File: src/rtl/fetch_sequencer.sv
// Instruction-fetch controller: owns the PC, registers the fetched word into ir,
// and issues it to decode over valid/ready, applying branch redirects from execute.
module fetch_sequencer #(
   parameter logic [31:0] RESET_PC  = 32'd0,
   parameter logic [31:0] PROG_END  = 32'd80,
   parameter logic [31:0] MEM_BYTES = 32'd512
) (
   input  logic        clk,
   input  logic        rst,
   input  logic        start,
   output logic [31:0] imem_addr,
   input  logic [31:0] imem_data,
   output logic [31:0] ir,
   output logic [31:0] ir_pc,
   output logic        ir_valid,
   input  logic        ir_ready,
   input  logic        redirect,
   input  logic [31:0] redirect_offset,
   output logic        busy,
   output logic        done,
   output logic        err,
   output logic [15:0] fetch_count
);

   typedef enum logic [1:0] {
      S_IDLE  = 2'd0,
      S_FETCH = 2'd1,
      S_HOLD  = 2'd2,
      S_DONE  = 2'd3
   } state_e;

   state_e      state_q;
   logic [31:0] pc_q;
   logic [31:0] ir_q;
   logic [31:0] ir_pc_q;
   logic        ir_valid_q;
   logic        done_q;
   logic        err_q;
   logic [15:0] count_q;

   logic        pc_legal;
   logic [31:0] pc_plus4;
   logic [31:0] target_d;
   logic        target_bad;
   logic [15:0] count_d;

   // The word at PROG_END is never issued; anything at or past MEM_BYTES is off the end.
   assign pc_legal   = (pc_q != PROG_END) && (pc_q < MEM_BYTES);
   assign pc_plus4   = pc_q + 32'd4;
   assign target_d   = ir_pc_q + 32'd4 + redirect_offset;
   assign target_bad = (target_d[1:0] != 2'b00) || (target_d >= MEM_BYTES);
   assign count_d    = (count_q == 16'hFFFF) ? count_q : count_q + 16'd1;

   // NOTE: every register below is assigned with <= so all updates in a state
   // see the pre-edge values (e.g. ir_pc_q <= pc_q and pc_q <= pc_plus4 together).
   always_ff @(posedge clk or posedge rst) begin
      if (rst) begin
         state_q    <= S_IDLE;
         pc_q       <= RESET_PC;
         ir_q       <= 32'd0;
         ir_pc_q    <= 32'd0;
         ir_valid_q <= 1'b0;
         done_q     <= 1'b0;
         err_q      <= 1'b0;
         count_q    <= 16'd0;
      end else begin
         case (state_q)
            S_IDLE: begin
               if (start) begin
                  pc_q    <= RESET_PC;
                  state_q <= S_FETCH;
               end
            end
            S_FETCH: begin
               if (!pc_legal) begin
                  done_q  <= 1'b1;
                  state_q <= S_DONE;
               end else begin
                  ir_q       <= imem_data;
                  ir_pc_q    <= pc_q;
                  ir_valid_q <= 1'b1;
                  pc_q       <= pc_plus4;
                  count_q    <= count_d;
                  state_q    <= S_HOLD;
               end
            end
            S_HOLD: begin
               if (ir_ready) begin
                  if (redirect) begin
                     ir_valid_q <= 1'b0;
                     if (target_bad) begin
                        err_q   <= 1'b1;
                        done_q  <= 1'b1;
                        state_q <= S_DONE;
                     end else begin
                        // One bubble: the target is fetched in the next FETCH cycle.
                        pc_q    <= target_d;
                        state_q <= S_FETCH;
                     end
                  end else if (pc_legal) begin
                     ir_q    <= imem_data;
                     ir_pc_q <= pc_q;
                     pc_q    <= pc_plus4;
                     count_q <= count_d;
                  end else begin
                     ir_valid_q <= 1'b0;
                     done_q     <= 1'b1;
                     state_q    <= S_DONE;
                  end
               end
            end
            S_DONE: begin
               if (start) begin
                  done_q  <= 1'b0;
                  err_q   <= 1'b0;
                  count_q <= 16'd0;
                  pc_q    <= RESET_PC;
                  state_q <= S_FETCH;
               end
            end
            default: state_q <= S_IDLE;
         endcase
      end
   end

   assign imem_addr   = pc_q;
   assign ir          = ir_q;
   assign ir_pc       = ir_pc_q;
   assign ir_valid    = ir_valid_q;
   assign busy        = (state_q == S_FETCH) || (state_q == S_HOLD);
   assign done        = done_q;
   assign err         = err_q;
   assign fetch_count = count_q;

endmodule

File: config.mk
export PLATFORM = sky130hd
export DESIGN_NAME = fetch_sequencer
export DESIGN_NICKNAME = d
export VERILOG_FILES = /design/src/rtl/fetch_sequencer.sv
export SDC_FILE = /design/constraint.sdc
export NUM_CORES = 1
export LEC_CHECK = 0
export BUFFER_PORTS_ARGS = -buffer_cell sky130_fd_sc_hd__buf_4
export CAP_MARGIN = 20
export CORE_AREA = 2 2 159 161
export DETAILED_ROUTE_END_ITERATION = 8
export DIE_AREA = 0 0 161 163
export PLACE_DENSITY = 0.59
export SLEW_MARGIN = 20
export SYNTH_ARGS = -nofsm -noshare
export SYNTH_HDL_FRONTEND = slang
export SYNTH_SLANG_ARGS = --single-unit
File: constraint.sdc
create_clock -name clk -period 4.25 [get_ports clk]
set_clock_uncertainty 0.15 [all_clocks]
set_input_delay 1.275 -clock clk [delete_from_list [all_inputs] [get_ports clk]]
set_output_delay 1.275 -clock clk [all_outputs]
set_load 0.05 [all_outputs]
==> impl_metrics.json, run 1 <==
{
  "die_h_um": 163,
  "p_sw_frac": 0.4339,
  "core_um2": 24670,
  "combPwrFrac": 0.504,
  "start_util": 0.2930,
  "p_leak_nw": 5.264,
  "avgSynthCellArea_um2": 9.796,
  "timing.final.crit_share": 1.003,
  "placed_cells": 1320,
  "chipWidth_um": 161,
  "final_core_util": 0.4453,
  "hold_viol_final": 0,
  "violations": "negative setup slack",
  "track_usage": 0.1675,
  "synth-main-ff-cell": "dfrtp_1",
  "synth_seq_area_share": 0.4050,
  "ant_nets": 0,
  "rows": 58,
  "crit_type": "in -> reg",
  "async_reset_ff_frac": 1.000,
  "finalWirelength_mm": 22.12,
  "first_iter_violations": 421,
  "pre_cts_slack_ns": -0.6277,
  "antenna_found_initial": 0,
  "gp_congestion": 0.9064,
  "place_hpwl_mm": 16.67,
  "max_freq_mhz": 234.6,
  "clock_latency_ns": 0.42,
  "firstDrtPassIters": 5,
  "worstMarginPinSlew_ns": 0.8190,
  "layout_common_cells": "buf_4, dfrtp_1, nand2_1, nor2_1, ha_1",
  "critPathRequiredTime_ns": 4.40,
  "hold_class": "reg -> reg",
  "cts_tree": "built",
  "cts.clk_slew.worst_paths_ns": 0.06,
  "critPathMaxFanout": 7,
  "syn_inst": 738,
  "setup_violations": 1,
  "r2r_start": "ir_pc[1]",
  "p_sw_w": 0.002745,
  "numCtsBuffers": 17,
  "grt_pass1_vias": 6652,
  "synth_edf_count": 0,
  "synth.ff_latch_count": 117,
  "layout-area-overhead-vs-synth_pct": 51.97,
  "p_int_w": 0.003581,
  "io_pins": 185,
  "r2r_cells": 13,
  "cp.arrival_ns": 4.42,
  "crit_buf_inv": 1,
  "wl_per_cell_um": 16.27,
  "grt_setup_unrepaired": "true",
  "finalMaxSlewViolations": 0,
  "r2r_setup_slack_ns": 0.48,
  "port_buffers": 184,
  "power.density_nw_per_um2": 575.7,
  "slowest_stage": "a311o_1",
  "multi_input_area_um2": 4641,
  "cp-endpoint": "imem_addr[6]",
  "vias": 6831,
  "nets": 1155,
  "remaining_drc_errors": 0,
  "min_period_ns": 4.263,
  "htreeDepth": 4,
  "startpoint": "redirect_offset[10]",
  "worst_hold_slack_ns": 0.3553,
  "yosysWarningCount": 0,
  "grt_overflow": 0,
  "clkPwrFrac": 0.249,
  "setup-tns-final_ns": -0.01290,
  "ctsHoldBuffers": 0,
  "cts_buffer_depth": 2,
  "via_per_inst": 5.023,
  "cts-root-buf": "clkbuf_16",
  "irDropWorstVdd_v": 0.0002923,
  "status": "complete, but fails checks",
  "grt_pass1_wl_mm": 34.81,
  "maxCapViolCount": 0,
  "drive_above_1_share": 0.4379,
  "endpoint_kind": "flip-flop",
  "crit_path_start_kind": "input pin",
  "max_stage_delay_ns": 0.38,
  "crit_cells": 13,
  "crit_family": "compound AO/OA/AOI/OAI gates",
  "crit_chain": "buf_4 > ha_1 > ha_4 > nand4_1 > a2111oi_4 > a211o_2 > nand3_2 > a31o_1 > a311o_1 > nor4_4 > and4_4 > nor2_4 > mux2_4",
  "p_seq_frac": 0.247,
  "mostFrequentLayoutCell": "buf_4",
  "reg2reg_to": "imem_addr[6]",
  "die_area_um2": 26240,
  "diodes": 0,
  "grt_max_degree": 43,
  "regArea_um2": 2928,
  "cts.sinks": 117,
  "fin_ws_ns": -0.01290,
  "syn_nets": 876,
  "final-instance-count-excl-fill": 1360,
  "n_fill_cell": 2361,
  "synth_area_um2": 7229,
  "slew_headroom": 0.4540,
  "synth_cell_type_count": 64
}
timing repair:
action                     4_1_cts  5_1_grt
resized for setup               24       59
buffers inserted                 2        5
pin swaps                       14       29
setup endpoints to repair       35       35
through the flow:
| step | cell area [um^2] | total power (W) |
|---|---|---|
| after floorplan | 7341 | 0.003565 |
| after global placement | 9771 | 0.004510 |
| after detailed placement | 9771 | 0.004540 |
| after CTS | 10590 | 0.006238 |
| after global routing | 10990 | 0.006659 |
| final | 10990 | 0.006325 |
power groups by stage:
stage | Clock, W | Sequential (W) | Combinational [W]
6_report | 0.00158 | 0.00156 | 0.00319
5_1_grt | 0.00168 | 0.00160 | 0.00338
4_1_cts | 0.00162 | 0.00156 | 0.00306
3_5_place_dp | 0 | 0.00158 | 0.00296
3_3_place_gp | 0 | 0.00156 | 0.00295
2_1_floorplan | 0 | 0.00234 | 0.00123
cell families after synthesis:
| logic type | after synthesis | share of synthesized area |
|---|---|---|
| AND/OR/NAND/NOR | 255 | 0.1833 |
| AO/OA/AOI/OAI | 170 | 0.1584 |
| flip-flops | 117 | 0.4050 |
| adder cells (fa/ha/maj) | 69 | 0.1205 |
| buffers and inverters | 55 | 0.03063 |
| multiplexers | 43 | 0.06715 |
| XOR/XNOR | 29 | 0.03513 |
routing by layer:
metal,up-vias,part of all wire,track usage
met1,3283,0.46,0.2209
li1,3298,-,-
met2,209,0.47,0.2758
met5,-,0,0
met3,41,0.050,0.03234
met4,0,0.021,0.05722
Yosys cell counts, drive strengths merged (2+ instances only):
cell    count  share of area
dfrtp     117           0.40
ha         68           0.12
nand2      63          0.033
a21oi      48          0.035
nor2       47          0.025
mux2       41          0.064
o21ai      34          0.024
and3       27          0.023
nor2b      25          0.022
inv        21          0.011
nand4      21          0.018
nand3      20          0.014
clkbuf     19         0.0099
nor3       18          0.012
buf        15         0.0099
xor2       15          0.018
xnor2      14          0.017
a31oi      10         0.0087
a21o        9         0.0093
nor4        9          0.012
o221ai      8         0.0097
o211ai      7         0.0073
a211o       6         0.0074
and2        6         0.0052
o21a        6         0.0062
o31ai       6         0.0062
a211oi      5         0.0052
a32oi       5         0.0061
and4        4         0.0048
nand2b      4         0.0035
or2         4         0.0035
a2111o      3         0.0047
a221oi      3         0.0045
a21boi      2         0.0021
a31o        2         0.0024
mux2i       2         0.0028
nor4b       2         0.0024
o21bai      2         0.0021
o22ai       2         0.0017
o41ai       2         0.0024
or3         2         0.0017
or4         2         0.0021
how the worst min path moves through the flow:
stage          cells after the start  slack (ns)       start         end
2_1_floorplan                      1        0.38  state_q[0]  state_q[0]
3_3_place_gp                       1        0.34      ir[10]      ir[10]
3_5_place_dp                       1        0.35       ir[2]       ir[2]
4_1_cts                            1        0.36       ir[2]       ir[2]
5_1_grt                            1        0.37       ir[1]       ir[1]
6_report                           1        0.36       ir[2]       ir[2]
worst register-to-register path, delay by kind of cell (launching register included):
kind | cells | cell delay [ns]
and+or+nand+nor | 5 | 1.06
adders and majority gates | 3 | 0.81
AOI/OAI and AO/OA | 3 | 0.77
DFF | 1 | 0.42
muxes | 1 | 0.30
xor gates and xnor gates | 1 | 0.16
state kept, by name (all words and copies together) (netlist names):
register / flops
done: 1
err: 1
fetch_count: 16
imem_addr: 32
ir: 32
ir_pc: 32
ir_valid: 1
state_q: 2
area by class of cell:
| type | count | share of cell area |
|---|---|---|
| Clock buffer | 19 | 0.04031 |
| Clock inverter | 13 | 0.01777 |
| Inverter | 21 | 0.007972 |
| Multi-Input combinational cell | 566 | 0.4224 |
| Sequential cell | 117 | 0.2665 |
| Tap cell | 330 | 0.03758 |
| Timing Repair Buffer | 294 | 0.2075 |
No activity file was read; power rests on OpenSTA's default activity.
==> inputs of run 2 (changes only) <==
- GPL_TIMING_DRIVEN: default -> 0
- PLACE_DENSITY: 0.59 -> default
- PLACE_DENSITY_LB_ADDON: default -> 0.15
- SLEW_MARGIN: 20 -> default
==> run 2 against run 1 <==
Effect of this change:
- flip-flop and latch count stayed put
- via count shrank 1.0%
- maximum frequency decreased by 1.3%
- largest power group unchanged
- combinational power about the same
- sequential power about the same
- critical path depth rose by 1
- the flow still finishes with violations (negative setup slack)
==> impl_metrics.json, run 2 (same netlist as run 1, synthesis figures left out) <==
{
  "status": "complete, but fails checks",
  "violations": "negative setup slack",
  "io_pins": 185,
  "slew_headroom": 0.4722,
  "crit_type": "in -> reg",
  "cts_buffer_depth": 2,
  "worstMarginPinSlew_ns": 0.7917,
  "firstDrtPassIters": 5,
  "hold_viol_final": 0,
  "htreeDepth": 4,
  "grt_pass1_wl_mm": 36.60,
  "ant_nets": 0,
  "grt_pass1_vias": 6804,
  "grt_use_met3": 0.03361,
  "port_buffers": 183,
  "placed_area_um2": 9188,
  "power.density_nw_per_um2": 565.2,
  "hold_class": "reg -> reg",
  "cts-root-buf": "clkbuf_16",
  "chipWidth_um": 161,
  "fin_ws_ns": -0.07020,
  "grt_max_degree": 39,
  "die_h_um": 163,
  "max_freq_mhz": 231.5,
  "vias": 6763,
  "crit_path_start_kind": "input pin",
  "antenna_found_initial": 0,
  "track_usage": 0.1757,
  "first_iter_violations": 424,
  "ctsHoldBuffers": 0,
  "gp_congestion": 0.8294,
  "final_area_um2": 11070,
  "min_period_ns": 4.320,
  "drive_above_1_share": 0.4343,
  "grt.busiest_layer": "met2",
  "cts_tree": "built",
  "setup_violations": 27,
  "use_met2": 0.2895,
  "diodes": 0,
  "cp.arrival_ns": 4.47,
  "cts.clk_slew.worst_paths_ns": 0.06,
  "layout-area-overhead-vs-synth_pct": 53.17,
  "core_um2": 24670,
  "remaining_drc_errors": 0,
  "endpoint_kind": "flip-flop",
  "critPathMaxFanout": 7,
  "grt_util_met1": 0.2336,
  "finalMaxSlewViolations": 0,
  "finalWirelength_mm": 22.98,
  "wl_per_cell_um": 17.02,
  "cts.sinks": 117,
  "mostFrequentLayoutCell": "buf_4",
  "timing.final.crit_share": 1.017,
  "p_leak_nw": 5.202,
  "place_hpwl_mm": 16.35,
  "r2r_setup_slack_ns": 0.47,
  "rows": 58,
  "layout_common_cells": "buf_4, dfrtp_1, nand2_1, nor2_1, mux2_2",
  "critPathRequiredTime_ns": 4.40,
  "grt_setup_unrepaired": "true",
  "clock_latency_ns": 0.43,
  "setup-tns-final_ns": -0.4646,
  "nets": 1146,
  "pre_cts_slack_ns": -0.9429,
  "irDropWorstVdd_v": 0.0004221,
  "via_per_inst": 5.010,
  "die_area_um2": 26240,
  "start_util": 0.2930,
  "worst_hold_slack_ns": 0.3545,
  "numCtsBuffers": 17,
  "final-instance-count-excl-fill": 1350,
  "grt_overflow": 0,
  "placed_cells": 1254,
  "maxCapViolCount": 0
}
[run 2: cell count changes in the layout (fill, tap and decap cells not counted), sizes merged]
cell / delta
buf: -25
bufinv: -1
clkinv: +1
inv: -2
clkbuf: +16
clkinvlp: +1
[run 2: power breakdown]
group | switching (W) | total [W] | internal (W) | leakage (nW)
logic | 0.00199 | 0.00319 | 0.00120 | 3.37
clock network | 0.000566 | 0.00150 | 0.000936 | 0.286
registers | 0.000206 | 0.00157 | 0.00136 | 1.54
[run 2: area by class of cell]
type / count / area, um^2
Inverter: 21 / 82.58
Clock inverter: 12 / 153.9
Buffer: 29 / 219.0
Timing Repair Buffer: 256 / 1987
Sequential cell: 117 / 2928
Fill cell: 2406 / 13600
Multi-Input combinational cell: 566 / 4847
Tap cell: 330 / 412.9
Clock buffer: 19 / 442.9
[run 2: through the flow]
| stage | utilization | power (W) |
|---|---|---|
| 3_3_place_gp | 0.3699 | 0.004436 |
| 6_report | 0.4488 | 0.006258 |
| 3_5_place_dp | 0.3724 | 0.004459 |
| 5_1_grt | 0.4488 | 0.006633 |
| 2_1_floorplan | - | 0.003565 |
| 4_1_cts | 0.4380 | 0.006284 |
[run 2: what timing repair did]
item	in CTS	in global routing
endpoints found under the setup margin	35	35
pin swaps	60	35
setup buffers	57	14
endpoints found under the hold margin	0	0
cloned	2	0
gates resized for setup	102	26
[run 2: critical path, stage by stage]
cell     delay (ns)
buf_4          0.11
ha_1           0.30
ha_4           0.28
buf_6          0.11
nand4_1        0.18
o22ai_2        0.21
nor3_4         0.09
a211o_1        0.31
or4_4          0.55
nor4_4         0.27
buf_4          0.17
and4_4         0.25
nor2_4         0.07
mux2_4         0.31
[run 2: final timing paths]
kind                                startpoint      endpoint  cells past startpoint
hold / removal                          ir[29]        ir[29]                      1
hold reg to reg                         ir[29]        ir[29]                      1
setup / recovery           redirect_offset[18]  imem_addr[6]                     14
setup reg to reg                     ir_pc[18]  imem_addr[6]                     13
min in group asynchronous                  rst         ir[7]                      2
max in group asynchronous                  rst      ir_pc[9]                      4
[run 2: routing by layer]
metal	up-vias	routed length [um]
met1	3264	10620
met2	198	10780
li1	3265	-
met5	-	0
met4	0	473
met3	36	1109
==> inputs of run 3 (changes only) <==
- BUFFER_PORTS_ARGS: -buffer_cell sky130_fd_sc_hd__buf_4 -> default
- DONT_BUFFER_PORTS: default -> 1
- SKIP_LAST_GASP: default -> 1
==> run 3 against run 2 <==
Effect of this change:
- the flow now finishes without violations
- sequential share of layout area up 5.8 points
- global-route usage down 1.3 points
- die area unchanged
- worst setup slack better by 0.10 ns
- worst hold slack better by 0.071 ns
- critical path type unchanged
- largest cell class unchanged
- largest power group is now registers
==> impl_metrics.json, run 3 (same netlist as run 1, synthesis figures left out) <==
{
  "gp_congestion": 0.8440,
  "worst_hold_slack_ns": 0.4257,
  "endpoint_kind": "flip-flop",
  "die_h_um": 163,
  "start_util": 0.2930,
  "r2r_cells": 14,
  "cts_buffer_depth": 2,
  "vias": 5898,
  "clock_latency_ns": 0.42,
  "hold_viol_final": 0,
  "crit_type": "in -> reg",
  "cts-root-buf": "clkbuf_16",
  "power.density_nw_per_um2": 629.3,
  "max_freq_mhz": 237.2,
  "worstMarginPinSlew_ns": 0.8651,
  "finalMaxSlewViolations": 0,
  "die_area_um2": 26240,
  "reg2reg_to": "imem_addr[6]",
  "layout_common_cells": "dfrtp_1, nand2_1, ha_1, nor2_1, mux2_2",
  "grt_pass1_vias": 5989,
  "ant_nets": 0,
  "cp.arrival_ns": 4.36,
  "port_buffers": 0,
  "r2r_start": "ir_pc[8]",
  "grt_pass1_wl_mm": 33.53,
  "nets": 917,
  "numCtsBuffers": 17,
  "cts.sinks": 117,
  "layout-area-overhead-vs-synth_pct": 25.67,
  "core_um2": 24670,
  "maxCapViolCount": 0,
  "r2r_setup_slack_ns": 0.09,
  "remaining_drc_errors": 0,
  "htreeDepth": 4,
  "place_hpwl_mm": 16.47,
  "first_iter_violations": 329,
  "slew_headroom": 0.4221,
  "max_stage_delay_ns": 0.53,
  "grt_overflow": 0,
  "crit_chain": "ha_4 > ha_4 > fa_2 > a21o_1 > nand4_1 > nand2_2 > a31oi_4 > xnor2_2 > or4_4 > nor4_4 > buf_4 > and4_4 > nor2_4 > mux2_4",
  "chipWidth_um": 161,
  "cts.clk_slew.worst_paths_ns": 0.06,
  "wl_per_cell_um": 19.41,
  "via_per_inst": 5.257,
  "firstDrtPassIters": 5,
  "setup_violations": 0,
  "hold_class": "reg -> reg",
  "mostFrequentLayoutCell": "dfrtp_1",
  "startpoint": "redirect_offset[1]",
  "slowest_stage": "or4_4",
  "track_usage": 0.1625,
  "grt_setup_unrepaired": "true",
  "min_period_ns": 4.217,
  "diodes": 0,
  "irDropWorstVdd_v": 0.0003286,
  "cp-endpoint": "imem_addr[6]",
  "finalWirelength_mm": 21.78,
  "cts_tree": "built",
  "status": "finished clean",
  "critPathMaxFanout": 7,
  "critPathRequiredTime_ns": 4.40,
  "p_leak_nw": 4.008,
  "antenna_found_initial": 0,
  "timing.final.crit_share": 0.9922,
  "rows": 58,
  "io_pins": 185,
  "crit_path_start_kind": "input pin",
  "p_total_w": 0.005717,
  "drive_above_1_share": 0.2626,
  "cp_common_cell": "ha_4",
  "grt_max_degree": 42
}
-- run 3: changes by cell type in the layout (fill, tap and decap cells not counted), moves of 3 or more --
cell	previous run	this run
buf_4	247	25
ha_4	34	14
ha_1	33	51
and3_1	25	12
and3_4	2	15
buf_6	14	8
a21oi_1	31	35
clkinv_2	3	0
inv_8	0	3
-- run 3: worst min path at each step --
stage / startpoint / endpoint / slack, ns / depth (start not counted)
floorplan: state_q[0] / state_q[0] / 0.38 / 1
detailed placement: state_q[0] / state_q[0] / 0.41 / 1
global route: state_q[0] / state_q[0] / 0.45 / 1
finish: state_q[0] / state_q[0] / 0.43 / 1
CTS: state_q[0] / state_q[0] / 0.43 / 1
global placement: state_q[0] / state_q[0] / 0.41 / 1
-- run 3: timing repair --
item | in CTS | in global routing
hold buffers | 0 | 0
gates resized for setup | 36 | 65
setup endpoints to repair | 35 | 61
hold endpoints to repair | 0 | 0
cloned | 1 | 1
pin swaps | 17 | 24
setup buffers | 10 | 14
-- run 3: where the power goes --
group	internal (W)	switching, W
sequential	0.00134	0.00108
clock	0.000899	0.000608
combinational	0.000771	0.00102
-- run 3: cell type report --
class | instances | area, um^2
clock inverters | 14 | 168.9
well taps | 330 | 412.9
fillers | 2508 | 15590
flip-flops and latches | 117 | 2930
repair buffers | 28 | 264.0
plain buffers | 28 | 191.4
multi-input cells | 566 | 4596
clock buffers | 18 | 439.2
inverters | 21 | 82.58
-- run 3: critical path, delay by kind of cell --
family                     cells  cell delay (ns)
AOI/OAI and AO/OA              2             0.39
xor gates and xnor gates       1             0.11
adders and majority gates      3             0.75
buffers and inverters          1             0.18
muxes                          1             0.31
and+or+nand+nor                6             1.33
-- run 3: metal layers --
layer,global-route usage,wire length (um)
met4,0.04870,326
met3,0.05195,1575
met2,0.2762,10590
met1,0.1970,9293
met5,0,0
-- run 3: stage by stage --
stage | util | area [um^2] | instances | setup TNS (ns) | setup slack, ns
6_report | 0.3682 | 9085 | 1122 | 0 | 0.03332
3_3_place_gp | 0.3142 | 7754 | 1068 | -27.68 | -0.9559
2_1_floorplan | - | 7341 | 738 | -5.580 | -0.2807
5_1_grt | 0.3682 | 9085 | 1122 | -0.7733 | -0.08045
3_5_place_dp | 0.3159 | 7794 | 1070 | -27.26 | -0.9396
4_1_cts | 0.3507 | 8653 | 1112 | 0 | 0.0003668
